$ cat config.mk
export PLATFORM = sky130hd
export DESIGN_NAME = dpsk_demod_core
export DESIGN_NICKNAME = d
export VERILOG_FILES = /design/src/rtl/dpsk_demod_core.sv
export SDC_FILE = /design/constraint.sdc
export NUM_CORES = 1
export LEC_CHECK = 0
export BUFFER_PORTS_ARGS = -buffer_cell sky130_fd_sc_hd__buf_2
export CORE_MARGIN = 2
export CORE_UTILIZATION = 50
export DETAILED_ROUTE_END_ITERATION = 12
export HOLD_SLACK_MARGIN = 0.06
export PLACE_DENSITY = 0.76
export SYNTH_ARGS = -nofsm -noshare
export SYNTH_HDL_FRONTEND = slang
export SYNTH_SLANG_ARGS = --single-unit
$ cat constraint.sdc
create_clock -name clk_32m -period 15.1 [get_ports clk_32m]
set_input_delay 0.755 -clock clk_32m [delete_from_list [all_inputs] [get_ports clk_32m]]
set_output_delay 0.755 -clock clk_32m [all_outputs]
set_load 0.01 [all_outputs]
$ cat src/rtl/dpsk_demod_core.sv
// dpsk_demod_core: delay-and-multiply DBPSK demodulator with rate classification and bit strobe; DEMOD_PRODUCT_TAP_EN enables the mode-2 product tap
module dpsk_demod_core #(
  parameter int DW      = 10,
  parameter int DELAY   = 8,
  parameter int THRESH  = 200,
  parameter int CNT_W   = 13,
  parameter int TIMEOUT = 5500,
  parameter int R10_LO  = 3100,
  parameter int R10_HI  = 3300,
  parameter int R8_LO   = 3900,
  parameter int R8_HI   = 4100,
  parameter int R6_LO   = 5233,
  parameter int R6_HI   = 5433
) (
  input  logic          clk_32m,
  input  logic          rst_n,
  input  logic          en,
  input  logic [1:0]    mode,
  input  logic          sample_en,
  input  logic          rate_clr,
  input  logic [DW-1:0] ad_data,
  output logic [DW-1:0] demod_out,
  output logic [7:0]    freq,
  output logic          locked,
  output logic          bit_out,
  output logic          bit_valid
);
  localparam int PW = 2 * DW;
  localparam logic signed [PW-1:0] TH = PW'(THRESH);
  localparam logic [CNT_W-1:0] TO = CNT_W'(TIMEOUT);
  localparam logic [CNT_W-1:0] ONES = '1;
  logic signed [DW-1:0] s_q, s_d;
  logic signed [DW-1:0] dl_q [DELAY];
  logic signed [DW-1:0] dl_d [DELAY];
  logic signed [PW-1:0] p_q, p_d;
  logic wave_q, wave_d, wave_r_q, wave_r_d, code_q, code_d, sat_q, sat_d;
  logic bit_out_q, bit_out_d, bit_valid_q, bit_valid_d;
  logic [CNT_W-1:0] ic_q, ic_d, mi_q, mi_d, ph_q, ph_d;
  logic [7:0] freq_q, freq_d;
  logic [DW-1:0] dm_q, dm_d, tap;
  logic tr, lock;
  always_comb begin
    s_d = sample_en ? {~ad_data[DW-1], ad_data[DW-2:0]} : s_q;
    dl_d[0] = sample_en ? s_q : dl_q[0];
    for (int i = 1; i < DELAY; i++) dl_d[i] = sample_en ? dl_q[i-1] : dl_q[i];
    p_d = s_q * dl_q[DELAY-1];
    wave_d = (p_q >= TH) ? 1'b1 : (p_q <= -TH) ? 1'b0 : wave_q;
    wave_r_d = wave_q;
    tr = wave_q & ~wave_r_q;
    code_d = code_q ^ tr;
    ic_d = tr ? '0 : (ic_q > TO) ? ic_q : ic_q + 1'b1;
    sat_d = tr ? 1'b0 : ((ic_q > TO) | sat_q);
    mi_d = rate_clr ? ONES : (tr && !sat_q && ic_q <= mi_q) ? ic_q : mi_q;
    freq_d = rate_clr ? 8'd0 :
             (mi_q >= CNT_W'(R10_LO) && mi_q <= CNT_W'(R10_HI)) ? 8'd10 :
             (mi_q >= CNT_W'(R8_LO) && mi_q <= CNT_W'(R8_HI)) ? 8'd8 :
             (mi_q >= CNT_W'(R6_LO) && mi_q <= CNT_W'(R6_HI)) ? 8'd6 : freq_q;
    lock = freq_q != 8'd0;
    ph_d = (rate_clr || tr || !lock || ph_q == mi_q - 1'b1) ? '0 : ph_q + 1'b1;
    bit_valid_d = en && lock && !rate_clr && ph_q == (mi_q >> 1);
    bit_out_d = bit_valid_d ? code_q : bit_out_q;
`ifdef DEMOD_PRODUCT_TAP_EN
    tap = (mode == 2'd2) ? p_q[PW-1 -: DW] : ad_data;
`else
    tap = ad_data;
`endif
    dm_d = !en ? '0 : (mode == 2'd1) ? {DW{code_q}} : tap;
  end
  always_ff @(posedge clk_32m) begin
    if (!rst_n) begin
      s_q <= '0;
      dl_q <= '{default: '0};
      p_q <= '0;
      wave_q <= 1'b0;
      wave_r_q <= 1'b0;
      code_q <= 1'b0;
      ic_q <= '0;
      sat_q <= 1'b0;
      mi_q <= ONES;
      freq_q <= '0;
      ph_q <= '0;
      bit_out_q <= 1'b0;
      bit_valid_q <= 1'b0;
      dm_q <= '0;
    end else begin
      s_q <= s_d;
      dl_q <= dl_d;
      p_q <= p_d;
      wave_q <= wave_d;
      wave_r_q <= wave_r_d;
      code_q <= code_d;
      ic_q <= ic_d;
      sat_q <= sat_d;
      mi_q <= mi_d;
      freq_q <= freq_d;
      ph_q <= ph_d;
      bit_out_q <= bit_out_d;
      bit_valid_q <= bit_valid_d;
      dm_q <= dm_d;
    end
  end
  assign demod_out = dm_q;
  assign freq = freq_q;
  assign locked = lock;
  assign bit_out = bit_out_q;
  assign bit_valid = bit_valid_q;
endmodule

==> out/metrics.yaml, run 1 <==
status:
  outcome: "finished clean"
timing:
  finalSetupTns_ns: 0
  fmax_mhz: 189
  clock_skew_ns: 0.0214
  min_period_over_period: 0.351
  setup_viol: 0
  min_period_ns: 5.30
  max_slew.worst_pin.slew_ns: 1.18
  rsz0062_at_grt: "false"
  finalHoldViolations: 0
  drv_slew: 0
  relSlewSlack: 0.205
route:
  post_drt_wl_per_cell_um: 15.2
  dr.pass1.iters: 5
  top_layer: "met4"
  vias_per_cell: 5.52
  route.vias.total: 8418
  wl_met2_mm: 11.3
  dr.first_iter.drc_count: 502
  drcViolationCount: 0
  wl_met1_mm: 10.1
  final_antenna_net_count: 0
  finalWirelength_mm: 23.1
  wl_met3_mm: 1.34
cts:
  numClockSinks: 168
  cts_tree: "yes"
  cts_buffers: 17
  ctsHoldBuffers: 0
  clockRootBuffer: "clkbuf_16"
  clock_latency_ns: 0.44
  cts_max_level: 4
  clockBufferDepth: 2
  cts_setup_buffers: 0
  cts-resized-gates: 0
  clk_pin_slew_ns: 0.06
floorplan:
  ios: 38
  die_h_um: 155
  fp.dieW_um: 155
  start_util: 0.507
  row_count: 55
  core_mm2: 0.0225
  die_area_mm2: 0.0240
worst_setup_path:
  critical_path.slowest_cell: "fa_1"
  crit_path_start_kind: "register"
  endpoint_kind: "register"
  critPathMaxFanout: 8
  path_class: "reg2reg"
  max_stage_delay_ns: 0.54
  crit_arrival_ns: 5.67
  critPathRequiredTime_ns: 15.47
  timing.critical_path.mode_cell: "fa_1"
  worstPathCellList: "clkinv_1, nor2_1, fa_1, fa_1, fa_1, fa_1, inv_1, fa_1, inv_1, ha_1, a211o_1, a2111o_1, and2_1, and4b_1, a211o_1"
hold_path:
  worstHoldPathType: "reg2reg"
finish:
  drive_above_1_share: 0.0782
  seq_area_mm2: 0.00336
  multi_input_area_mm2: 0.00721
  final_common_cell: "dfxtp_1"
  fill_cells: 1938
  fin_nets: 1404
  diodes: 0
  final_cell_mix: "dfxtp_1, inv_1, nor2_1, mux2i_1, fa_1"
  post-route-util: 0.545
  syn2layout_area_growth_pct: 7.54
synth:
  ys_ff_latch: 168
  yosysWarnings: 0
  synth-edff-count: 0
  avgSynthCellArea_um2: 9.19
  synth.cell_area_mm2: 0.0114
  seq_area_frac_synth: 0.295
  ys_types: 71
  synth_flop_cell: "dfxtp_1"
  postSynth.asyncResetShare: 0
  syn_inst: 1241
power:
  p_per_area_mw_per_mm2: 77.9
  leakage_uw: 0.00584
  ir_drop_mv: 0.0636
place:
  gp_congestion: 0.844
  port_buffers: 32
  post-dp-hpwl_mm: 16.7
global_routing:
  grt_pass1_vias: 8230
  overflow: 0
  track_usage: 0.201
  grt_start_max_net_pins: 106
  grt_pass1_wl_mm: 39.4
  antenna_found_initial: 0
run:
  cap_violations: 0
[through the flow]
| stage | hold slack [ns] | worst slack (ns) | cell area [µm²] | instances | power [µW] |
|---|---|---|---|---|---|
| floorplan | 0.441 | 10.10 | 11400 | 1245 | 491 |
| global placement | 0.456 | 9.90 | 11700 | 1494 | 500 |
| detailed placement | 0.469 | 9.86 | 11700 | 1494 | 500 |
| CTS | 0.483 | 9.81 | 12300 | 1525 | 967 |
| global route | 0.506 | 9.51 | 12300 | 1525 | 988 |
| finish | 0.481 | 9.80 | 12300 | 1525 | 956 |
[critical path, delay by kind of cell (launching register included)]
family | cells | cell delay (ns)
and+or+nand+nor | 3 | 0.68
buffers and inverters | 3 | 0.42
adders and majority gates | 6 | 2.90
DFF | 1 | 0.47
AOI/OAI and AO/OA | 3 | 0.76
[state kept, by name, indices dropped and copies added (netlist names)]
register	count
dl_q	80
p_q	20
ic_q	13
mi_q	13
ph_q	13
demod_out	10
s_q	10
freq	3
bit_out	1
bit_valid	1
code_q	1
sat_q	1
wave_q	1
wave_r_q	1
[power by group]
part | switching [µW] | internal [µW] | leakage (µW)
Sequential | 8.37 | 448 | 0.00136
Combinational | 21.0 | 13.4 | 0.00418
Clock | 197 | 269 | 0.000298
[final timing paths]
path	start	end	slack [ns]	cells past startpoint
hold reg to reg	sat_q	sat_q	0.48	2
setup / recovery	dl_q[9]	p_q[18]	9.80	15
setup reg to reg	dl_q[9]	p_q[18]	9.80	15
hold / removal	sat_q	sat_q	0.48	2
[cell type report]
cell class                      instances  share of cell area
Clock inverter                         13              0.0147
Timing Repair Buffer                   35              0.0151
Inverter                              143              0.0438
Multi-Input combinational cell        863               0.587
Clock buffer                           18              0.0358
Sequential cell                       168               0.274
Tap cell                              285              0.0291
[cells in the mapped netlist, drive strengths merged, types with 34 or more instances]
cell      n  area share
mux2i    92       0.081
nor2    138       0.045
a21oi    37       0.017
nand2    78       0.026
o21ai    34       0.015
fa       91        0.16
inv     141       0.046
clkbuf   46       0.015
nand3    34       0.015
dfxtp   168        0.29
ha       68       0.075
and2     47       0.026
[metal layers]
| metal | up-vias | GRT usage |
|---|---|---|
| met4 | 0 | 0.0683 |
| met2 | 254 | 0.341 |
| li1 | 4051 | - |
| met1 | 4079 | 0.256 |
| met3 | 34 | 0.0404 |
| met5 | - | 0 |
[logic make-up (layout without fill, tap and decap cells)]
group / count (synthesis) / count (layout) / share of synthesized area
AO/OA/AOI/OAI: 158 / 158 / 0.0981
adder cells (fa/ha/maj): 159 / 159 / 0.234
flip-flops: 168 / 168 / 0.295
AND/OR/NAND/NOR: 384 / 384 / 0.167
other: 1 / 5 / 0.000329
multiplexers: 92 / 92 / 0.0807
buffers and inverters: 214 / 209 / 0.0748
XOR/XNOR: 65 / 65 / 0.0499
(Power assumes the default switching activity.)
==> run 2: changes to the inputs <==
--- a/config.mk
+++ b/config.mk
@@ -5,12 +5,13 @@
 export SDC_FILE = /design/constraint.sdc
 export NUM_CORES = 1
 export LEC_CHECK = 0
+export ABC_AREA = 1
 export BUFFER_PORTS_ARGS = -buffer_cell sky130_fd_sc_hd__buf_2
 export CORE_MARGIN = 2
 export CORE_UTILIZATION = 50
 export DETAILED_ROUTE_END_ITERATION = 12
 export HOLD_SLACK_MARGIN = 0.06
-export PLACE_DENSITY = 0.76
+export PLACE_DENSITY = 0.79
 export SYNTH_ARGS = -nofsm -noshare
 export SYNTH_HDL_FRONTEND = slang
 export SYNTH_SLANG_ARGS = --single-unit
==> constraint.sdc (replaced) <==
create_clock -name clk_32m -period 4.6 [get_ports clk_32m]
set_input_delay 0.23 -clock clk_32m [delete_from_list [all_inputs] [get_ports clk_32m]]
set_output_delay 0.23 -clock clk_32m [all_outputs]
set_load 0.01 [all_outputs]
==> run 2 against run 1 <==
Effect of this change: sequential power grew to 3.7 times the previous value; wire length is 28% higher; sequential share of layout area is 2.3 points lower; cell area is 11% higher; setup slack worse by 9.8 ns; highest routed layer unchanged; utilization is 5.7 points higher; sequential cell count stayed put; the flow now finishes with violations (negative setup slack); non-clock buffer count is 85 higher; via count is 23% higher; worst hold slack worse by 0.42 ns; critical path depth is 3 higher.
==> out/metrics.yaml, run 2 <==
cts:
  clk_pin_slew_ns: 0.08  # +0.02 ns
  cts_tree: "yes"
  clockBufferDepth: 2  # unchanged
  cts_buffers: 17  # unchanged
  cts_max_level: 4  # unchanged
  clockRootBuffer: "clkbuf_16"
  clock_latency_ns: 0.44  # about the same
  numClockSinks: 168  # unchanged
worst_setup_path:
  crit_path_start_kind: "register"
  endpoint_kind: "register"
  critPathLaunch: "s_q[9]"
  timing.critical_path.mode_cell: "fa_1"
  crit_family: "adder cells"
  rr_endpoint: "p_q[14]"
  critical_path.slowest_cell: "fa_2"
  worst-path-buf-inv: 6  # +3
  r2r_cells: 18  # +3
  reg2reg_from: "s_q[9]"
  r2r_slack_ns: -0.05  # -9.84 ns
  max_stage_delay_ns: 0.55  # about the same
  crit_arrival_ns: 4.96  # -0.71 ns
  path_class: "reg2reg"
  critPathMaxFanout: 5  # -3
  critPathRequiredTime_ns: 4.91  # -10.56 ns
  worstPathCellList: "nand2_4, inv_4, fa_2, buf_6, fa_1, fa_2, fa_1, inv_2, fa_1, inv_2, ha_4, inv_1, o21bai_1, a21oi_1, inv_1, a211o_1, o21ai_0, a21oi_1"
power:
  ir_drop_mv: 0.252  # +300%
  p_per_area_mw_per_mm2: 321  # +310%
  p_total_uw: 4370  # +360%
  p_switching_uw: 1540  # +580%
  pwr-share-clk: 0.336  # -0.151
  leakage_uw: 0.00669  # +15%
  intPower_uw: 2830  # +290%
  power_frac_comb: 0.281  # +0.245
  pwr-share-seq: 0.383  # -0.094
  swShare: 0.353  # +0.117
synth:
  syn_inst: 1564  # +26%
  synth-edff-count: 0  # unchanged
  yosysWarnings: 0  # unchanged
  synth-xor-area-share: 0.0265  # -0.0234
  avgSynthCellArea_um2: 7.39  # -20%
  yosysMostFrequentCell: "nand2_1"
  synthMuxAreaShare: 0  # -0.0807
  synth_top_cells_by_area: "dfxtp_1, fa_1, nand2_1"
  postSynth.asyncResetShare: 0  # unchanged
  synth_compound_area_frac: 0.0969  # -0.00123
  synthSimpleGateAreaFrac: 0.244  # +0.0769
  ys_types: 48  # -32%
  seq_area_frac_synth: 0.291  # -0.00370
  ys_ff_latch: 168  # unchanged
  synth_fa_ha_area_frac: 0.231  # -0.00294
  yosys-top-cells-count: "nand2_1, nor2_1, inv_1"
  synth_flop_cell: "dfxtp_1"
  synth_top_area_frac: 0.291  # -0.00370
  synth_largest_area_cell: "dfxtp_1"
  synth_top_family_by_area: "simple AND/OR/NAND/NOR gates"
  synth.cell_area_mm2: 0.0116  # +1.3%
floorplan:
  die_h_um: 156  # +0.62%
  ios: 38  # unchanged
  die_area_mm2: 0.0243  # +1.2%
  row_count: 55  # unchanged
  start_util: 0.510  # +0.00333
  fp.dieW_um: 156  # +0.62%
  core_mm2: 0.0226  # +0.61%
place:
  port_buffers: 32  # unchanged
  gp_congestion: 0.947  # +12%
  dpl-instance-area_mm2: 0.0123  # +5.4%
  post-dp-hpwl_mm: 20.5  # +23%
finish:
  fin_nets: 1810  # +29%
  final_common_cell: "nand2_1"
  syn2layout_area_growth_pct: 18.0
  largest_register: "dl_q"
  diodes: 0  # unchanged
  final_cell_mix: "nand2_1, nor2_1, inv_1, dfxtp_1, o21ai_0"
  reg.largest.list: "dl_q (80), p_q (20)"
  fin_area_mm2: 0.0136  # +11%
  fill_cells: 1850  # -4.5%
  drive_above_1_share: 0.184  # +0.106
  post-route-util: 0.602  # +0.0568
  largest_reg_flops: 80  # unchanged
status:
  outcome: "finished, violations left"
  failed_checks: "negative setup slack"
route:
  dr.first_iter.drc_count: 659  # +31%
  route.vias.total: 10400  # +23%
  drcViolationCount: 0  # unchanged
  post_drt_wl_per_cell_um: 15.3  # +1.0%
  dr.pass1.iters: 6  # +1
  vias_per_cell: 5.37  # -2.8%
  final_antenna_net_count: 0  # unchanged
  finalWirelength_mm: 29.6  # +28%
global_routing:
  track_usage: 0.238  # +0.0372
  grt_pass1_vias: 10100  # +22%
  antenna_found_initial: 0  # unchanged
  overflow: 0  # unchanged
  grt_start_max_net_pins: 112  # +5.7%
  grt_pass1_wl_mm: 47.3  # +20%
timing:
  worst_hold_slack_ns: 0.0656  # -0.416 ns
  drv_slew: 0  # unchanged
  max_slew.worst_pin.slew_ns: 1.02  # -0.163 ns
  clock_skew_ns: 0.0140  # -0.00747 ns
  min_period_over_period: 1.01  # +0.659
  fmax_mhz: 215  # +14%
  min_period_ns: 4.65  # -0.656 ns
  rsz0062_at_grt: "true"
  setup_viol: 3  # +3
  relSlewSlack: 0.320  # +0.115
  finalHoldViolations: 0  # unchanged
  finalWorstSetupSlack_ns: -0.0481  # -9.84 ns
hold_path:
  worstHoldStart: "ad_data[1]"
  holdPathEnd: "s_q[1]"
  hold_depth: 3  # +1
  worstHoldPathType: "in2reg"
run:
  cap_violations: 0  # unchanged
## run 2: cell count changes after synthesis, moves of 19 or more
cell,previous run,this run
nand2_1,77,264
nor2_1,138,247
inv_1,141,241
mux2i_1,92,0
o21ai_0,32,116
and2_1,47,1
nand3_1,34,74
a21oi_1,35,67
xnor2_1,32,13
## run 2: cell type report
cell class | count | area, µm² | share of cell area
multi-input cells | 1077 | 7390 | 0.542
inverters | 250 | 951 | 0.0698
repair buffers | 120 | 897 | 0.0658
clock inverters | 14 | 175 | 0.0128
clock buffers | 18 | 439 | 0.0322
well taps | 285 | 357 | 0.0262
flip-flops and latches | 168 | 3420 | 0.251
## run 2: power groups by stage
stage	clock [µW]	sequential (µW)	combinational (µW)
after global routing	1540	1690	1370
after CTS	1480	1670	1080
after detailed placement	0	1700	975
after floorplan	0	1650	705
after global placement	0	1700	943
final	1470	1670	1230
## run 2: worst max path at each step
| stage | endpoint | depth (start not counted) |
|---|---|---|
| final | p_q[14] | 18 |
| after global routing | p_q[14] | 18 |
| after CTS | p_q[16] | 19 |
| after detailed placement | p_q[19] | 20 |
| after global placement | p_q[19] | 20 |
| after floorplan | p_q[14] | 18 |
## run 2: stage by stage
step                std cells  setup slack (ns)  TNS (ns)
detailed placement       1878            -0.199     -1.21
CTS                      1917          0.000884         0
finish                   1932           -0.0481   -0.0938
global placement         1878            -0.132    -0.557
global route             1932            -0.226     -1.30
floorplan                1568           0.00368         0
## run 2: per-layer routing
| layer | up-vias | global-route usage | part of all wire |
|---|---|---|---|
| li1 | 5007 | - | - |
| met1 | 4998 | 0.297 | 0.42 |
| met2 | 300 | 0.428 | 0.51 |
| met3 | 63 | 0.0342 | 0.046 |
| met4 | 0 | 0.0695 | 0.025 |
| met5 | - | 0 | 0 |
## run 2: repair_timing
action | 4_1_cts | 5_1_grt
endpoints found under the setup margin | 10 | 13
endpoints found under the hold margin | 6 | 0
pin swaps | 25 | 80
gates resized for setup | 52 | 117
setup buffers | 1 | 15
hold buffers | 6 | 0
## run 2: cells by family after synthesis
family / count (synthesis)
xor+xnor: 35
compound gates: 211
other cells: 1
buf+inv: 323
flops: 168
fa+ha+maj: 159
simple gates: 667
## run 2: worst reg2reg max path: stages, from the launching register on
cell	delay, ns
dfxtp_4	0.38
nand2_4	0.09
inv_4	0.04
fa_2	0.55
buf_6	0.16
fa_1	0.54
fa_2	0.44
fa_1	0.52
inv_2	0.04
fa_1	0.49
inv_2	0.05
ha_4	0.23
inv_1	0.09
o21bai_1	0.13
a21oi_1	0.15
inv_1	0.10
a211o_1	0.29
o21ai_0	0.14
a21oi_1	0.07
